`src/rtl/mult_pkg.sv`:
```
// Shared definitions for the shift-add multiplier controller: state encoding,
// default operand width and iteration-counter width helper.
package mult_pkg;

  localparam int unsigned MULT_WIDTH_DEF = 16;

  typedef enum logic [2:0] {
    IDLE  = 3'd0,
    LOAD  = 3'd1,
    ADD   = 3'd2,
    SHIFT = 3'd3,
    DONE  = 3'd4
  } mult_state_e;

  // Bits needed to hold the iteration count 0..w
  function automatic int unsigned iter_w(input int unsigned w);
    return $clog2(w + 1);
  endfunction

endpackage

```
`src/rtl/mult_iter_counter.sv`:
```
// Iteration counter for the multiplier: parallel load, saturating decrement,
// and a look-ahead flag for the decrement that reaches zero.
module mult_iter_counter #(
  parameter int unsigned CW = 5
) (
  input  logic          clk,
  input  logic          rst_n,
  input  logic          load,
  input  logic          dec,
  input  logic [CW-1:0] load_val,
  output logic [CW-1:0] count,
  output logic          zero_next
);

  logic [CW-1:0] count_q;

  // Load has priority; decrement holds at zero instead of wrapping
  always_ff @(posedge clk or negedge rst_n) begin
    if (!rst_n) begin
      count_q <= '0;
    end else if (load) begin
      count_q <= load_val;
    end else if (dec && (count_q != '0)) begin
      count_q <= count_q - CW'(1);
    end
  end

  assign count     = count_q;
  assign zero_next = (count_q == CW'(1)) & dec;

endmodule

```
`src/rtl/mult_controller.sv`:
```
// Control FSM for the shift-add multiplier datapath (Load/Add/Shift strobes,
// Busy/Done handshake). Define EARLY_TERM_EN to finish as soon as the multiplier is zero.
module mult_controller
  import mult_pkg::*;
#(
  parameter  int unsigned WIDTH = MULT_WIDTH_DEF,
  localparam int unsigned IW    = iter_w(WIDTH)
) (
  input  logic          Clk,
  input  logic          Reset,
  input  logic          Start,
  input  logic          Mplier_lsb,
  input  logic          Mplier_zero,
  output logic          Load,
  output logic          Add,
  output logic          Shift,
  output logic          Busy,
  output logic          Done,
  output logic [IW-1:0] Iter
);

  mult_state_e   state_q, state_d;
  logic          early_term_c;
  logic          load_q, add_en_q, shift_q, busy_q, done_q;
  logic          cnt_load_c, cnt_dec_c, cnt_zero_next;
  logic [IW-1:0] cnt_val_c, cnt;

  // Next-state decode
  always_comb begin
    state_d      = state_q;
    early_term_c = 1'b0;
    case (state_q)
      IDLE:  if (Start) state_d = LOAD;
      LOAD:  state_d = ADD;
      ADD: begin
`ifdef EARLY_TERM_EN
        if (Mplier_zero) begin
          state_d      = DONE;
          early_term_c = 1'b1;
        end else begin
          state_d = SHIFT;
        end
`else
        state_d = SHIFT;
`endif
      end
      SHIFT: state_d = cnt_zero_next ? DONE : ADD;
      DONE:  state_d = IDLE;
      default: state_d = IDLE;
    endcase
  end

  // State plus per-state output flags, registered from the next state
  always_ff @(posedge Clk or negedge Reset) begin
    if (!Reset) begin
      state_q  <= IDLE;
      load_q   <= 1'b0;
      add_en_q <= 1'b0;
      shift_q  <= 1'b0;
      busy_q   <= 1'b0;
      done_q   <= 1'b0;
    end else begin
      state_q  <= state_d;
      load_q   <= (state_d == LOAD);
      add_en_q <= (state_d == ADD);
      shift_q  <= (state_d == SHIFT);
      busy_q   <= (state_d != IDLE);
      done_q   <= (state_d == DONE);
    end
  end

  // Early exit clears the count so Iter reads 0 in DONE/IDLE
  assign cnt_load_c = (state_q == LOAD) | early_term_c;
  assign cnt_val_c  = (state_q == LOAD) ? IW'(WIDTH) : '0;
  assign cnt_dec_c  = (state_q == SHIFT);

  mult_iter_counter #(
    .CW(IW)
  ) u_iter_counter (
    .clk      (Clk),
    .rst_n    (Reset),
    .load     (cnt_load_c),
    .dec      (cnt_dec_c),
    .load_val (cnt_val_c),
    .count    (cnt),
    .zero_next(cnt_zero_next)
  );

  // Add must follow the live multiplier LSB, so it is gated combinationally
`ifdef EARLY_TERM_EN
  assign Add = add_en_q & Mplier_lsb & ~Mplier_zero;
`else
  assign Add = add_en_q & Mplier_lsb;
  logic unused_mplier_zero;
  assign unused_mplier_zero = Mplier_zero;
`endif

  assign Load  = load_q;
  assign Shift = shift_q;
  assign Busy  = busy_q;
  assign Done  = done_q;
  assign Iter  = cnt;

endmodule
```
`config.mk`:
```
export PLATFORM = sky130hd
export DESIGN_NAME = mult_controller
export DESIGN_NICKNAME = d
export VERILOG_FILES = /design/src/rtl/mult_pkg.sv /design/src/rtl/mult_iter_counter.sv /design/src/rtl/mult_controller.sv
export SDC_FILE = /design/constraint.sdc
export NUM_CORES = 1
export LEC_CHECK = 0
export CORE_AREA = 2 2 39 41
export CTS_CLUSTER_SIZE = 20
export DETAILED_ROUTE_END_ITERATION = 7
export DIE_AREA = 0 0 41 43
export GPL_ROUTABILITY_DRIVEN = 0
export HOLD_SLACK_MARGIN = 0.03
export PLACE_DENSITY = 0.82
export SLEW_MARGIN = 20
export SYNTH_ARGS = -nofsm -noshare
export SYNTH_HDL_FRONTEND = slang
export SYNTH_SLANG_ARGS = --single-unit
```
`constraint.sdc`:
```
create_clock -name Clk -period 3 [get_ports Clk]
set_clock_uncertainty 0.15 [all_clocks]
set_input_delay 0.6 -clock Clk [delete_from_list [all_inputs] [get_ports Clk]]
set_output_delay 0.6 -clock Clk [all_outputs]
set_load 0.05 [all_outputs]
```
==> results.json <==
{
  "status": "complete, no violations",
  "relSlewSlack_pct": 62.1,
  "ff2ff_setup_slack_ns": 1.23,
  "die_h_um": 43,
  "multi_input_area_um2": 241,
  "clk_pin_slew_ns": 0.08,
  "grt_max_degree": 14,
  "setup_tns_ns": 0,
  "cp_max_fo": 7,
  "diodes": 0,
  "period_minus_slack_ns": 2.36,
  "post_layout_nonfiller_instances": 86,
  "worstRegToRegCells": 5,
  "finalSetupViolCount": 0,
  "hold_violations": 0,
  "yosysTopAreaCell": "dfrtp_1",
  "ys_seq_area_share_pct": 54.4,
  "drv_slew": 0,
  "core_area_um2": 1380,
  "drc_errors": 0,
  "endpoint": "Iter[2]",
  "synth.most_common_cell": "dfrtp_1",
  "grt_pass1_wl_um": 2010,
  "nets": 78,
  "wl_um": 1190,
  "cpPeakStageDelay_ns": 0.85,
  "cellPowerDensity_nw_per_um2": 1220,
  "cts_sinks": 13,
  "design_area_um2": 756,
  "synth_edf_count": 0,
  "timing_worst_setup_path_type": "reg -> out",
  "startpoint_type": "flip-flop",
  "cap_viol_max_count": 0,
  "cp-end-kind": "output pin",
  "clk_latency_ns": 0.27,
  "peakVddDrop_uv": 620,
  "synth_area_um2": 598,
  "synth_flop_cell": "dfrtp_1",
  "dp_hpwl_um": 877,
  "critPathArrivalTime_ns": 1.61,
  "io_buffer_count": 13,
  "drt_iter0_markers": 6,
  "finalCritPeriodShare_pct": 78.8,
  "cts_tree": "built",
  "ys_ff_latch": 13,
  "slowest_stage": "clkdlybuf4s50_1",
  "cts-root-buf": "clkbuf_4",
  "area_delta_synth_final_pct": 26.4,
  "seq_area_um2": 325,
  "top_usage_layer": "met2",
  "grt_pass1_vias": 467,
  "htreeDepth": 1,
  "worst_slew_pin_slew_ns": 0.567,
  "fillers": 138,
  "rsz0062_at_grt": "no",
  "utilization_pct": 54.6,
  "clock_path_buffers": 2,
  "synth_top_area_share_pct": 54.4,
  "first_pass_iters": 4,
  "start_util_pct": 43.2,
  "worstPathRequired_ns": 2.25,
  "cpLargestDelayFamily": "buffers and inverters",
  "die_area_um2": 1760,
  "avgSynthCellArea_um2": 10.9,
  "crit_start": "u_iter_counter.count[2]",
  "grtUsageMet2_pct": 26.3,
  "post_cts_resized": 0,
  "holdCritPathClass": "reg -> reg",
  "ios": 15,
  "ys_types": 26,
  "drive_above_1_share_pct": 11.4,
  "via_per_inst": 5.49,
  "synth_common_cells": "13 x dfrtp_1, 4 x inv_1, 4 x nor2_1, 4 x nor3_1",
  "antenna_found_initial": 0,
  "vias": 472,
  "rr_endpoint": "u_iter_counter.count[1]",
  "max_freq_mhz": 423,
  "cts_setup_buffers": 0,
  "synthTopCellsByArea": "dfrtp_1 54%, ha_1 4.2%, nor3_1 3.3%",
  "cp.depth": 1,
  "cts_hold_buf": 0,
  "met1_usage_pct": 20.3,
  "chipWidth_um": 41,
  "postRouteAntennaNets": 0,
  "grt-ovfl-total": 0,
  "synth_fp_nets": 62,
  "rows": 14,
  "crit_buf_inv": 1,
  "place_area_um2": 729,
  "routedWlPerCell_um": 13.8,
  "synthCells": 55,
  "async_flop_share_pct": 100,
  "r2r_start": "u_iter_counter.count[0]",
  "cts_made_buffers": 3,
  "worst_hold_slack_ns": 0.429,
  "crit_path_cell_trace": "clkdlybuf4s50_1",
  "grt_usage_pct": 17.1,
  "p_leak_nw": 0.329,
  "gr-usage-met3_pct": 4.71,
  "synth_warnings": 0,
  "dp_cells": 82
}
## flip-flops by register name, summed over array words and instances (netlist names)
signal and flops:
state_q 3, add_en_q 1, u_iter_counter.count 5, Shift 1, Busy 1, Load 1, Done 1
## worst min path at each step
stage,to,cells past startpoint,startpoint,slack [ns]
finish,Shift,1,state_q[0],0.43
global placement,state_q[0],1,state_q[0],0.39
global route,Shift,1,state_q[0],0.44
detailed placement,Shift,1,state_q[0],0.41
floorplan,Busy,0,Reset,0.15
CTS,Shift,1,state_q[0],0.42
## power by group
group          switching [mW]  leakage, nW  total [mW]  internal [mW]
Clock                  0.0549       0.0150       0.106         0.0514
Sequential             0.0869        0.154       0.328          0.242
Combinational           0.309        0.160       0.485          0.176
## placed cells by master, fill, tap and decap left out
cell type,synthesis,routed
o41ai_1,1,1
inv_1,4,4
nor4b_1,1,1
o41ai_2,1,1
o21ai_0,2,2
a21oi_1,1,1
nor2b_1,1,1
buf_4,0,1
o22ai_1,1,1
o211ai_1,1,1
nor4_1,1,1
clkdlybuf4s50_1,0,12
o311ai_1,1,1
nor2_1,4,4
or4_1,1,1
and2_1,1,1
nand2_1,3,3
nor3_1,4,4
nand3_1,3,3
or3_1,1,1
nand2b_1,2,2
nor4b_2,1,1
and2b_2,2,2
dfrtp_1,13,13
clkbuf_1,0,1
ha_1,2,2
or2_1,1,1
clkbuf_4,0,3
## metrics by stage
stage          power (mW)  worst slack, ns
4_1_cts             0.923            0.643
3_5_place_dp        0.816            0.890
5_1_grt             0.983            0.569
3_3_place_gp        0.794            0.908
2_1_floorplan       0.675             1.00
6_report            0.920            0.637
## worst register-to-register path, delay by kind of cell (launching register included)
family	cells	cell delay, ns
buf+inv	1	0.11
simple gates	2	0.65
flops	1	0.43
fa+ha+maj	1	0.20
compound gates	1	0.10
## layout make-up
class	count	area share, %
Sequential cell	13	43.0
Multi-Input combinational cell	36	32.0
Timing Repair Buffer	13	16.9
Clock buffer	4	3.48
Tap cell	16	2.65
Inverter	4	1.99
## layer usage
| layer | part of all wire [%] | routed length [µm] | vias to the layer above |
|---|---|---|---|
| li1 | - | - | 227 |
| met1 | 44 | 524 | 229 |
| met2 | 50 | 597 | 14 |
| met3 | 4.0 | 47 | 2 |
| met4 | 1.6 | 19 | 0 |
| met5 | 0 | 0 | - |
## cells by family (layout without fill, tap and decap cells)
kind of cell             Yosys count  after routing  synth area share, %
AND/OR/NAND/NOR                   26             26                 25.7
flip-flops                        13             13                 54.4
AO/OA/AOI/OAI                      8              8                 10.5
buffers and inverters              6             21                 5.23
adder cells (fa/ha/maj)            2              2                 4.18
(Power assumes the default switching activity.)
